`config.mk`:
```
export PLATFORM = sky130hd
export DESIGN_NAME = tile_line_fetcher_flat
export DESIGN_NICKNAME = d
export VERILOG_FILES = /design/src/rtl/tile_line_fetcher_if.sv /design/src/rtl/tile_line_fetcher.sv /design/src/flat_wrapper.sv
export SDC_FILE = /design/constraint.sdc
export NUM_CORES = 1
export LEC_CHECK = 0
export CORE_MARGIN = 1
export CORE_UTILIZATION = 53
export CTS_CLUSTER_DIAMETER = 80
export DETAILED_ROUTE_END_ITERATION = 10
export PLACE_DENSITY = 0.75
export SLEW_MARGIN = 20
export SYNTH_ARGS = -nofsm -noshare
export SYNTH_HDL_FRONTEND = slang
export SYNTH_SLANG_ARGS = --single-unit
```
`constraint.sdc`:
```
create_clock -name Clk -period 2.75 [get_ports Clk]
set_input_delay 0.55 -clock Clk [delete_from_list [all_inputs] [get_ports Clk]]
set_output_delay 0.55 -clock Clk [all_outputs]
set_load 0.005 [all_outputs]
```
`src/rtl/tile_line_fetcher_if.sv`:
```
// rtl/tile_line_fetcher_if.sv - tile-map RAM read bus between the line fetcher and the map RAM
interface tile_line_fetcher_if #(
  parameter int MAP_AW = 9,
  parameter int ID_W   = 4
);
  logic [MAP_AW-1:0] map_addr;
  logic [ID_W-1:0]   map_rdata;

  modport master (output map_addr, input map_rdata);
  modport slave  (input map_addr, output map_rdata);
endinterface

```
`src/rtl/tile_line_fetcher.sv`:
```
// rtl/tile_line_fetcher.sv - per-scanline tile-map prefetch into a shadow buffer, swapped at end of line
// Front buffer drives the registered pixel path; shadow is filled during horizontal blank.
module tile_line_fetcher #(
  parameter int MAP_COLS = 20,
  parameter int MAP_ROWS = 15,
  parameter int ID_W     = 4,
  parameter int MAP_AW   = 9
) (
  input  logic                  Clk,
  input  logic                  Reset,
  input  logic [9:0]            DrawX,
  input  logic [9:0]            DrawY,
  tile_line_fetcher_if.master   map_bus,
  output logic [ID_W-1:0]       tile_id,
  output logic [4:0]            tile_col,
  output logic [4:0]            tile_row,
  output logic                  tile_valid,
  output logic                  fetch_busy,
  output logic                  fetch_late
);

  localparam int COL_W = $clog2(MAP_COLS);
  localparam int VIS_W = MAP_COLS * 32;
  localparam int VIS_H = MAP_ROWS * 32;

  typedef enum logic [1:0] {IDLE, FETCH, DRAIN} state_t;

  state_t              state_q, state_d;
  logic [COL_W-1:0]    col_q, col_d;
  logic [MAP_AW-1:0]   base_q, base_d;
  logic                ready_q, ready_d;
  logic                loaded_q, loaded_d;
  logic                late_q, late_d;
  logic [ID_W-1:0]     front_q [MAP_COLS];
  logic [ID_W-1:0]     front_d [MAP_COLS];
  logic [ID_W-1:0]     shadow_q [MAP_COLS];
  logic [ID_W-1:0]     shadow_d [MAP_COLS];
  logic [ID_W-1:0]     tile_id_q, tile_id_d;
  logic [4:0]          tile_col_q, tile_col_d;
  logic [4:0]          tile_row_q, tile_row_d;
  logic                tile_valid_q, tile_valid_d;

  logic [9:0]          next_y;
  logic                fetch_req;
  logic                trigger;
  logic                swap_pt;
  logic                x_vis;
  logic [4:0]          pix_idx;

  assign next_y    = (DrawY == 10'd524) ? 10'd0 : DrawY + 10'd1;
  assign fetch_req = next_y < 10'(VIS_H);
  assign trigger   = (DrawX == 10'(VIS_W)) && fetch_req && (state_q == IDLE);
  assign swap_pt   = DrawX == 10'd799;
  assign x_vis     = DrawX < 10'(VIS_W);
  assign pix_idx   = DrawX[9:5];

  always_ff @(posedge Clk) begin
    if (Reset) begin
      state_q <= IDLE;
    end else begin
      state_q <= state_d;
    end
  end

  always_comb begin
    state_d = state_q;
    case (state_q)
      IDLE:    if (trigger) state_d = FETCH;
      FETCH:   if (col_q == COL_W'(MAP_COLS - 1)) state_d = DRAIN;
      DRAIN:   state_d = IDLE;
      default: state_d = IDLE;
    endcase
  end

  always_comb begin
    map_bus.map_addr = '0;
    fetch_busy       = 1'b0;
    case (state_q)
      FETCH: begin
        map_bus.map_addr = base_q + MAP_AW'(col_q);
        fetch_busy       = 1'b1;
      end
      DRAIN:   fetch_busy = 1'b1;
      default: ;
    endcase
  end

  // RAM data lags the address by one cycle, so each FETCH cycle stores the previous column.
  always_comb begin
    col_d    = col_q;
    base_d   = base_q;
    ready_d  = ready_q;
    loaded_d = loaded_q;
    late_d   = late_q;
    front_d  = front_q;
    shadow_d = shadow_q;
    if (trigger) begin
      col_d  = '0;
      base_d = MAP_AW'(next_y[9:5]) * MAP_AW'(MAP_COLS);
    end
    if (state_q == FETCH) begin
      col_d = col_q + COL_W'(1);
      if (col_q != '0) shadow_d[col_q - COL_W'(1)] = map_bus.map_rdata;
    end
    if (swap_pt) begin
      if (ready_q) begin
        front_d  = shadow_q;
        ready_d  = 1'b0;
        loaded_d = 1'b1;
      end else if (fetch_req) begin
        late_d = 1'b1;
      end
    end
    if (state_q == DRAIN) begin
      shadow_d[MAP_COLS-1] = map_bus.map_rdata;
      ready_d              = 1'b1;
      col_d                = '0;
    end
  end

  always_comb begin
    tile_id_d    = x_vis ? front_q[pix_idx] : '0;
    tile_col_d   = DrawX[4:0];
    tile_row_d   = DrawY[4:0];
    tile_valid_d = loaded_q && x_vis && (DrawY < 10'(VIS_H));
  end

  always_ff @(posedge Clk) begin
    if (Reset) begin
      col_q        <= '0;
      base_q       <= '0;
      ready_q      <= 1'b0;
      loaded_q     <= 1'b0;
      late_q       <= 1'b0;
      front_q      <= '{default: '0};
      shadow_q     <= '{default: '0};
      tile_id_q    <= '0;
      tile_col_q   <= '0;
      tile_row_q   <= '0;
      tile_valid_q <= 1'b0;
    end else begin
      col_q        <= col_d;
      base_q       <= base_d;
      ready_q      <= ready_d;
      loaded_q     <= loaded_d;
      late_q       <= late_d;
      front_q      <= front_d;
      shadow_q     <= shadow_d;
      tile_id_q    <= tile_id_d;
      tile_col_q   <= tile_col_d;
      tile_row_q   <= tile_row_d;
      tile_valid_q <= tile_valid_d;
    end
  end

  assign tile_id    = tile_id_q;
  assign tile_col   = tile_col_q;
  assign tile_row   = tile_row_q;
  assign tile_valid = tile_valid_q;
  assign fetch_late = late_q;

endmodule

```
`src/flat_wrapper.sv`:
```
// flat-port wrapper written by rule: the top's interface ports become plain ports
module tile_line_fetcher_flat 
#(
  parameter int MAP_COLS = 20,
  parameter int MAP_ROWS = 15,
  parameter int ID_W     = 4,
  parameter int MAP_AW   = 9
)
  (Clk, Reset, DrawX, DrawY, tile_id, tile_col, tile_row, tile_valid, fetch_busy, fetch_late, map_bus_map_addr, map_bus_map_rdata);
  tile_line_fetcher_if #(.MAP_AW(MAP_AW), .ID_W(ID_W)) map_bus_i ();
  input  logic Clk;
  input  logic Reset;
  input  logic [9:0] DrawX;
  input  logic [9:0] DrawY;
  output logic [ID_W-1:0] tile_id;
  output logic [4:0] tile_col;
  output logic [4:0] tile_row;
  output logic tile_valid;
  output logic fetch_busy;
  output logic fetch_late;
  output wire logic [$bits(map_bus_i.map_addr)-1:0] map_bus_map_addr;
  input wire logic [$bits(map_bus_i.map_rdata)-1:0] map_bus_map_rdata;
  assign map_bus_map_addr = map_bus_i.map_addr;
  assign map_bus_i.map_rdata = map_bus_map_rdata;
  tile_line_fetcher #(.MAP_COLS(MAP_COLS), .MAP_ROWS(MAP_ROWS), .ID_W(ID_W), .MAP_AW(MAP_AW)) u_core (.Clk(Clk), .Reset(Reset), .DrawX(DrawX), .DrawY(DrawY), .map_bus(map_bus_i), .tile_id(tile_id), .tile_col(tile_col), .tile_row(tile_row), .tile_valid(tile_valid), .fetch_busy(fetch_busy), .fetch_late(fetch_late));
endmodule
```
==> results.py, run 1 <==
metrics = {
    "timing": {
        "slew_headroom": 0.512,
        "period_minus_slack_ps": 2660,
        "finClkSkew_ps": 14.2,
        "tightest_slew_ps": 732,
        "setup_viol": 0,
        "hold_viol_final": 0,
        "fin_crit_sh": 0.968,
        "fin_ws_ps": 88.1,
        "fmax_mhz": 376,
        "final_max_slew_viol_count": 0,
    },
    "logic_synthesis": {
        "muxShareOfSynthArea": 0.128,
        "synth_edf_count": 0,
        "netlist_area_sq_um": 8410,
        "synth.distinct_cells": 58,
        "async_reset_ff_frac": 0,
        "synth.net_count": 973,
        "synthCells": 928,
        "yosysWarnings": 0,
        "synth-seq-cells": 192,
        "synth-main-ff-cell": "dfxtp_1",
        "synth_adder_area_share": 0.0300,
        "synthXorXnorAreaFrac": 0.0115,
        "synth-compound-area-share": 0.119,
        "syn_avg_cell_area_sq_um": 9.07,
        "synth-simple-area-share": 0.220,
        "synth_top_family_by_area": "simple AND/OR/NAND/NOR gates",
        "ys_seq_area_frac": 0.457,
    },
    "die": {
        "coreArea_sq_um": 15400,
        "initial_core_util": 0.547,
        "io_pins": 52,
        "std_cell_rows": 45,
        "die_h_microns": 128,
        "die_area_sq_um": 16400,
        "die_w_microns": 128,
    },
    "cts": {
        "clk_pin_slew_worst_paths_ps": 70,
        "cts_max_path_buffers": 2,
        "clock_sinks": 192,
        "cts_made_buffers": 17,
        "cts_tree": "done",
        "clockRootBuffer": "clkbuf_16",
        "h-tree-depth": 4,
        "insertion_delay_ps": 440,
        "cts_hold_repair.buffers": 0,
    },
    "grt": {
        "grt_pass1_vias": 6532,
        "grt_pass1_wl_mm": 33.6,
        "antenna_found_initial": 0,
        "track_usage": 0.267,
        "gr-total-overflow": 0,
        "grt_max_degree": 81,
    },
    "power": {
        "power.density_nw_per_um2": 546,
        "leakage_nw": 3.69,
        "irDropWorstVdd_uv": 486,
        "power.total_mw": 5.54,
    },
    "placement": {
        "numPortBuffers": 51,
        "hpwlAfterDp_mm": 13.7,
        "dpl_worst_slack_ps": -610,
        "gp_congestion": 0.894,
        "dp.cells": 1190,
    },
    "setup_path": {
        "slowest_delay_ps": 510,
        "cp_top_family": "simple AND/OR/NAND/NOR gates",
        "crit_start": "DrawY[8]",
        "arrival_ps": 3030,
        "worstPathRequired_ps": 3120,
        "cp_cell_sequence": "clkdlybuf4s50_1 > nand2_2 > or4_4 > a21o_4 > a21o_1 > fa_2 > or4_1 > a21oi_1",
        "path_buf_inv": 1,
        "slowest_stage": "or4_1",
        "cp-end-kind": "flop",
        "critPathLaunchType": "primary input",
        "cp_max_fo": 2,
        "r2r_start": "u_core.col_q[0]",
        "path_class": "in -> reg",
    },
    "cells_and_area": {
        "finalNonFillerCells": 1223,
        "multi_input_area_sq_um": 4360,
        "diodes": 0,
        "regArea_sq_um": 3850,
        "nets": 1044,
        "fill_cells": 1240,
        "drive_above_1_share": 0.157,
        "area_delta_synth_final_pct": 20.5,
    },
    "routing": {
        "ant_nets": 0,
        "drt_iter0_markers": 505,
        "drt_drc_violations_left": 0,
        "via_count": 6882,
        "wire_per_inst_microns": 16.7,
        "viasPerCell": 5.63,
        "wl_mm": 20.4,
        "drt_pass1_iterations": 7,
    },
    "outcome": {
        "outcome": "finished clean",
    },
    "min_path": {
        "worstHoldPathType": "reg -> reg",
        "worstHoldStart": "u_core.shadow_q[67]",
    },
    "run": {
        "drv_cap": 0,
    },
}
repair_timing:
item | in CTS | in global routing
pin swaps | 1 | 6
setup buffers | 0 | 1
endpoints found under the setup margin | 8 | 6
gates resized for setup | 15 | 16
endpoints found under the hold margin | 0 | 0
cells in the mapped netlist, drive strengths merged (3+ instances only):
library cell	number	share of area
nor2b	12	0.0089
or4	4	0.0045
nand3b	14	0.012
mux2	8	0.011
inv	10	0.0045
nor2	57	0.025
o21ai	37	0.022
nor3	8	0.011
a21oi	106	0.064
nand3	39	0.024
a211oi	6	0.0083
and2	5	0.0039
dfxtp	192	0.46
a31oi	3	0.0022
nand2b	28	0.021
a21o	4	0.0037
xnor2	6	0.0062
nand4	7	0.0059
o31ai	4	0.0052
xor2	5	0.0052
mux2i	54	0.064
ha	17	0.025
buf	16	0.0091
and3	7	0.0052
mux4	20	0.054
clkbuf	46	0.021
a22oi	4	0.0036
nor4	3	0.0022
nand2	178	0.079
nor4b	4	0.0042
nor3b	3	0.0027
state kept, by name, summed over array words and instances (netlist names), 2 cells and up:
| register | count |
|---|---|
| u_core.tile_row | 5 |
| u_core.front_q | 80 |
| u_core.tile_id | 4 |
| u_core.shadow_q | 80 |
| u_core.col_q | 5 |
| u_core.base_q | 7 |
| u_core.state_q | 2 |
| u_core.tile_col | 5 |
through the flow:
stage	TNS, ps	instance area, sq um	hold WS [ps]	util
2_1_floorplan	0	8440	428	-
3_3_place_gp	-2190	9510	436	0.619
3_5_place_dp	-2820	9520	440	0.619
4_1_cts	0	10100	449	0.657
5_1_grt	-1.67	10100	463	0.660
6_report	0	10100	444	0.660
layout by cell type, fill, tap and decap left out, types with 12 or more instances in the layout:
cell type,netlist,final
a21oi_1,105,102
buf_4,0,55
clkbuf_16,0,17
clkdlybuf4s50_1,0,38
dfxtp_1,192,190
ha_1,17,16
mux2i_1,54,54
mux4_2,20,20
nand2_1,178,177
nand2b_1,28,28
nand3_1,38,38
nand3b_1,14,14
nor2_1,57,55
nor2b_1,12,12
o21ai_0,37,37
worst register-to-register path, delay by kind of cell (launching register included):
kind | cells | cell delay [ps]
and+or+nand+nor | 3 | 1060
adders and majority gates | 1 | 370
DFF | 1 | 310
buffers and inverters | 2 | 310
muxes | 1 | 150
AOI/OAI and AO/OA | 1 | 60
power breakdown:
part,switching (mW),internal [mW]
sequential,0.00490,2.79
clock,1.15,1.28
combinational,0.174,0.142
area by class of cell:
type | instances | share of cell area
multi-input cells | 664 | 0.430
flip-flops and latches | 192 | 0.379
repair buffers | 114 | 0.105
clock buffers | 17 | 0.0420
well taps | 211 | 0.0260
clock inverters | 15 | 0.0143
inverters | 10 | 0.00370
cell families after synthesis:
| group | after synthesis |
|---|---|
| AOI/OAI and AO/OA | 174 |
| muxes | 82 |
| adders and majority gates | 19 |
| xor gates and xnor gates | 11 |
| and+or+nand+nor | 378 |
| DFF | 192 |
| buffers and inverters | 72 |
per-layer routing:
metal  wire, microns  share of wire  track usage
met3             964          0.047       0.0626
met1            9580           0.47        0.366
met4             259          0.013       0.0782
met5               0              0            0
met2            9610           0.47        0.418
worst paths after layout:
| kind | end | slack (ps) | depth (start not counted) |
|---|---|---|---|
| hold reg to reg | u_core.front_q[67] | 440 | 2 |
| setup reg to reg | u_core.shadow_q[36] | 400 | 8 |
| setup / recovery | u_core.base_q[6] | 90 | 8 |
| hold / removal | u_core.front_q[67] | 440 | 2 |
No activity file was read; power rests on OpenSTA's default activity.
==> run 2, diff against run 1 <==
Settings changed: SKIP_LAST_GASP set to 1.
==> results.py, run 2 (synthesized netlist as in run 1, its figures left out) <==
metrics = {
    "cts": {
        "clk_pin_slew_worst_paths_ps": 70,
        "insertion_delay_ps": 450,
        "clockRootBuffer": "clkbuf_16",
        "cts_made_buffers": 17,
        "cts_max_path_buffers": 2,
        "clock_sinks": 192,
        "cts_tree": "done",
        "h-tree-depth": 4,
    },
    "run": {
        "drv_cap": 0,
    },
    "min_path": {
        "hold_depth": 2,
        "worstHoldPathType": "reg -> reg",
        "worstHoldEndpoint": "u_core.front_q[67]",
        "worstHoldStart": "u_core.shadow_q[67]",
    },
    "die": {
        "die_area_sq_um": 16400,
        "die_h_microns": 128,
        "std_cell_rows": 45,
        "initial_core_util": 0.547,
        "io_pins": 52,
        "die_w_microns": 128,
        "coreArea_sq_um": 15400,
    },
    "setup_path": {
        "path_class": "in -> reg",
        "critPathLaunchType": "primary input",
        "cp-end-kind": "flop",
        "worstPathRequired_ps": 3120,
        "path_buf_inv": 1,
        "rr_endpoint": "u_core.shadow_q[36]",
        "r2r_start": "u_core.col_q[0]",
        "slowest_delay_ps": 510,
        "cp_cell_sequence": "clkdlybuf4s50_1 > nand2_2 > or4_4 > a21o_4 > a21o_1 > fa_2 > or4_1 > a21oi_1",
        "ff2ff_setup_slack_ps": 400,
        "cp_top_family": "simple AND/OR/NAND/NOR gates",
        "arrival_ps": 3040,
        "slowest_stage": "or4_1",
        "cp_max_fo": 2,
        "ff2ff_path_depth": 8,
    },
    "power": {
        "power.density_nw_per_um2": 546,
        "power.total_mw": 5.54,
        "leakage_nw": 3.69,
        "irDropWorstVdd_uv": 485,
    },
    "placement": {
        "place_area_sq_um": 9520,
        "hpwlAfterDp_mm": 13.7,
        "dpl_worst_slack_ps": -610,
        "gp_congestion": 0.894,
        "numPortBuffers": 51,
    },
    "grt": {
        "gr-total-overflow": 0,
        "antenna_found_initial": 0,
        "track_usage": 0.267,
        "grt_pass1_wl_mm": 33.6,
        "grt_max_degree": 81,
        "grt_pass1_vias": 6532,
    },
    "timing": {
        "fin_ws_ps": 79.1,
        "period_minus_slack_ps": 2670,
        "finalSetupTns_ps": 0,
        "fin_hold_ws_ps": 443,
        "slew_headroom": 0.515,
        "rsz0062_at_grt": "true",
        "final_max_slew_viol_count": 0,
        "fin_crit_sh": 0.971,
        "fmax_mhz": 374,
        "hold_viol_final": 0,
        "finClkSkew_ps": 17.9,
        "tightest_slew_ps": 728,
        "setup_viol": 0,
    },
    "cells_and_area": {
        "diodes": 0,
        "final_common_cell": "dfxtp_1",
        "layout_common_cells": "dfxtp_1, nand2_1, a21oi_1, nor2_1, buf_4",
        "layout.cell_area.non_filler_sq_um": 10100,
        "drive_above_1_share": 0.156,
        "area_delta_synth_final_pct": 20.6,
        "nets": 1044,
        "top_regs": "u_core.front_q: 80 flops, u_core.shadow_q: 80 flops, u_core.base_q: 7 flops",
    },
    "routing": {
        "wire_per_inst_microns": 16.7,
        "drt_iter0_markers": 520,
        "ant_nets": 0,
        "viasPerCell": 5.63,
        "wl_mm": 20.4,
        "via_count": 6880,
        "drt_pass1_iterations": 5,
        "drt_drc_violations_left": 0,
    },
    "outcome": {
        "outcome": "finished clean",
    },
}
[run 2: changes by cell type in the layout (fill, tap and decap cells not counted)]
cell             before  now
clkbuf_2              1    0
clkdlybuf4s15_1       4    3
dlygate4sd2_1         5    7
[run 2: repair_timing]
item,CTS,global route
pin swaps,1,6
setup endpoints to repair,8,6
hold buffers,0,0
gates resized for setup,15,13
buffers inserted,0,1
[run 2: worst reg2reg max path, cell delays in order, from the launching register on]
cell and delay (ps):
dfxtp_1 310, inv_1 110, ha_1 360, or4b_1 610, nand3_1 400, a211oi_2 60
buf_4 190, mux2i_1 150, nor2_1 50
[run 2: layout make-up]
class | instances | area, sq um
clock buffer | 17 | 425
clock inverter | 15 | 145
fill | 1239 | 5230
inverter | 10 | 37.5
multi-input combinational | 664 | 4360
sequential | 192 | 3850
tap | 211 | 264
timing repair buffer | 114 | 1070
[run 2: how the worst max path moves through the flow]
stage               cells past startpoint  slack [ps]        startpoint             endpoint
floorplan                               7           9          DrawY[0]     u_core.base_q[6]
global placement                       10        -570          DrawY[1]     u_core.base_q[6]
detailed placement                     11        -610          DrawY[2]     u_core.base_q[6]
CTS                                     6          20  u_core.base_q[3]  map_bus_map_addr[5]
global route                           10         -20          DrawY[2]     u_core.base_q[6]
finish                                  8          80          DrawY[8]     u_core.base_q[6]
[run 2: stage by stage]
stage / utilization / cells
after floorplan: - / 928
after global placement: 0.619 / 1189
after detailed placement: 0.619 / 1190
after CTS: 0.657 / 1222
after global routing: 0.660 / 1223
final: 0.660 / 1223
[run 2: per-layer routing]
layer / wire [microns] / global-route usage / up-vias / part of all wire
met5: 0 / 0 / - / 0
met4: 263 / 0.0782 / 0 / 0.013
met3: 1060 / 0.0626 / 24 / 0.052
met2: 9600 / 0.418 / 172 / 0.47
met1: 9500 / 0.366 / 3332 / 0.47
li1: - / - / 3352 / -
[run 2: power by group]
part	internal, mW	total (mW)	switching, mW
Combinational	0.142	0.316	0.174
Clock	1.28	2.43	1.15
Sequential	2.79	2.79	0.00493
==> run 3, diff against run 2 <==
Settings changed: CORE_MARGIN 1 to 10.
==> results.py, run 3 (synthesized netlist as in run 1, its figures left out) <==
metrics = {
    "outcome": {
        "outcome": "finished clean",
    },
    "setup_path": {
        "cp_cell_sequence": "clkdlybuf4s50_1 > nand2_2 > or4_4 > a21o_4 > a21o_1 > fa_2 > or4_4 > a21oi_2",
        "slowest_delay_ps": 550,
        "ff2ff_path_depth": 8,
        "slowest_stage": "or4_4",
        "timing.critical_path.mode_cell": "or4_4",
        "worstPathRequired_ps": 3120,
        "ff2ff_setup_slack_ps": 350,
        "r2r_start": "u_core.col_q[1]",
        "critPathLaunchType": "primary input",
        "critPathCapture": "u_core.base_q[6]",
        "crit_start": "DrawY[8]",
        "rr_endpoint": "u_core.shadow_q[43]",
        "cp-end-kind": "flop",
        "arrival_ps": 3090,
        "cp_top_family": "simple AND/OR/NAND/NOR gates",
        "path_buf_inv": 1,
        "cp_max_fo": 2,
        "path_class": "in -> reg",
        "cp_num_cells": 8,
    },
    "die": {
        "io_pins": 52,
        "die_h_microns": 146,
        "initial_core_util": 0.547,
        "coreArea_sq_um": 15400,
        "die_w_microns": 146,
        "die_area_sq_um": 21300,
        "std_cell_rows": 45,
    },
    "routing": {
        "drt_iter0_markers": 634,
        "viasPerCell": 5.58,
        "ant_nets": 0,
        "via_count": 6821,
        "drt_pass1_iterations": 5,
        "wl_mm": 20.9,
        "wire_per_inst_microns": 17.1,
        "drt_drc_violations_left": 0,
    },
    "grt": {
        "antenna_found_initial": 1,
        "track_usage": 0.193,
        "top_usage_layer": "met2",
        "grt_max_degree": 81,
        "grt_pass1_vias": 6485,
        "grtUsageMet2": 0.306,
        "grt_pass1_wl_mm": 33.9,
        "gr-usage-met1": 0.258,
        "globalRouteMet3Util": 0.0459,
        "gr-total-overflow": 0,
    },
    "cts": {
        "cts_hold_repair.buffers": 0,
        "clock_sinks": 192,
        "cts_tree": "done",
        "cts_max_path_buffers": 2,
        "insertion_delay_ps": 440,
        "cts_made_buffers": 17,
        "clockRootBuffer": "clkbuf_16",
        "h-tree-depth": 4,
        "clk_pin_slew_worst_paths_ps": 70,
    },
    "placement": {
        "hpwlAfterDp_mm": 13.8,
        "gp_congestion": 0.826,
        "dp.cells": 1190,
        "numPortBuffers": 51,
    },
    "power": {
        "p_sw_frac": 0.237,
        "combPwrFrac": 0.057,
        "power.total_mw": 5.49,
        "power_frac_clock": 0.433,
        "power.switching_mw": 1.30,
        "leakage_nw": 3.67,
        "power.density_nw_per_um2": 542,
        "seqPwrFrac": 0.509,
        "irDropWorstVdd_uv": 497,
        "p_int_mw": 4.19,
    },
    "timing": {
        "fin_hold_ws_ps": 405,
        "setup_viol": 0,
        "period_minus_slack_ps": 2720,
        "finClkSkew_ps": 7.23,
        "slew_headroom": 0.415,
        "fmax_mhz": 368,
        "fin_crit_sh": 0.987,
        "final_max_slew_viol_count": 0,
        "rsz0062_at_grt": "true",
        "hold_viol_final": 0,
        "tightest_slew_ps": 877,
    },
    "cells_and_area": {
        "finalNonFillerCells": 1223,
        "area_delta_synth_final_pct": 20.3,
        "final_util": 0.659,
        "nets": 1044,
        "layout_common_cells": "dfxtp_1, nand2_1, a21oi_1, buf_4, nor2_1",
        "top_regs": "u_core.front_q: 80 flops, u_core.shadow_q: 80 flops, u_core.base_q: 7 flops",
        "final_common_cell": "dfxtp_1",
        "diodes": 0,
        "drive_above_1_share": 0.157,
    },
    "min_path": {
        "worstHoldPathType": "in -> reg",
        "hold_depth": 2,
    },
    "run": {
        "drv_cap": 0,
    },
}
run 3: changes by cell type in the layout (fill, tap and decap cells not counted), moves of 2 or more:
cell,delta
clkinvlp_4,+2
clkbuf_8,+3
clkdlybuf4s15_1,-2
clkbuf_2,+2
buf_4,+2
clkinv_4,+2
clkinv_2,-3
inv_6,-3
run 3: final cells by class:
class                           count  area [sq um]
Fill cell                        1243          5250
Timing Repair Buffer              114          1050
Tap cell                          211           264
Inverter                           10          37.5
Multi-Input combinational cell    664          4360
Sequential cell                   192          3840
Clock buffer                       21           470
Clock inverter                     11          95.1
run 3: metal layers:
metal,up-vias,wire length [microns]
met4,0,285
met1,3284,9790
li1,3360,-
met5,-,0
met3,21,1030
met2,156,9830
run 3: stage by stage:
stage | cell area (sq um) | setup slack [ps] | TNS [ps]
floorplan | 8440 | 8.78 | 0
detailed placement | 9510 | -641 | -3120
global route | 10100 | -22.1 | -22.1
finish | 10100 | 34.8 | 0
global placement | 9500 | -559 | -2860
CTS | 10100 | 38.8 | 0
run 3: how the worst min path moves through the flow:
stage	startpoint	endpoint	slack (ps)
5_1_grt	DrawY[0]	u_core.tile_row[0]	420
3_5_place_dp	u_core.front_q[16]	u_core.front_q[16]	440
3_3_place_gp	u_core.shadow_q[23]	u_core.front_q[23]	440
2_1_floorplan	u_core.shadow_q[16]	u_core.front_q[16]	430
6_report	DrawY[4]	u_core.tile_row[4]	410
4_1_cts	u_core.front_q[16]	u_core.front_q[16]	450
run 3: what timing repair did:
item,4_1_cts,5_1_grt
buffers inserted,0,1
pin swaps,1,2
resized for setup,17,13
endpoints found under the setup margin,7,3
run 3: power by group through the flow:
stage                     Sequential [mW]  Combinational [mW]  Clock, mW
after floorplan                      2.86               0.149          0
after global placement               2.86               0.309          0
after detailed placement             2.86               0.311          0
after CTS                            2.79               0.310       2.41
after global routing                 2.79               0.338       2.54
final                                2.79               0.315       2.38
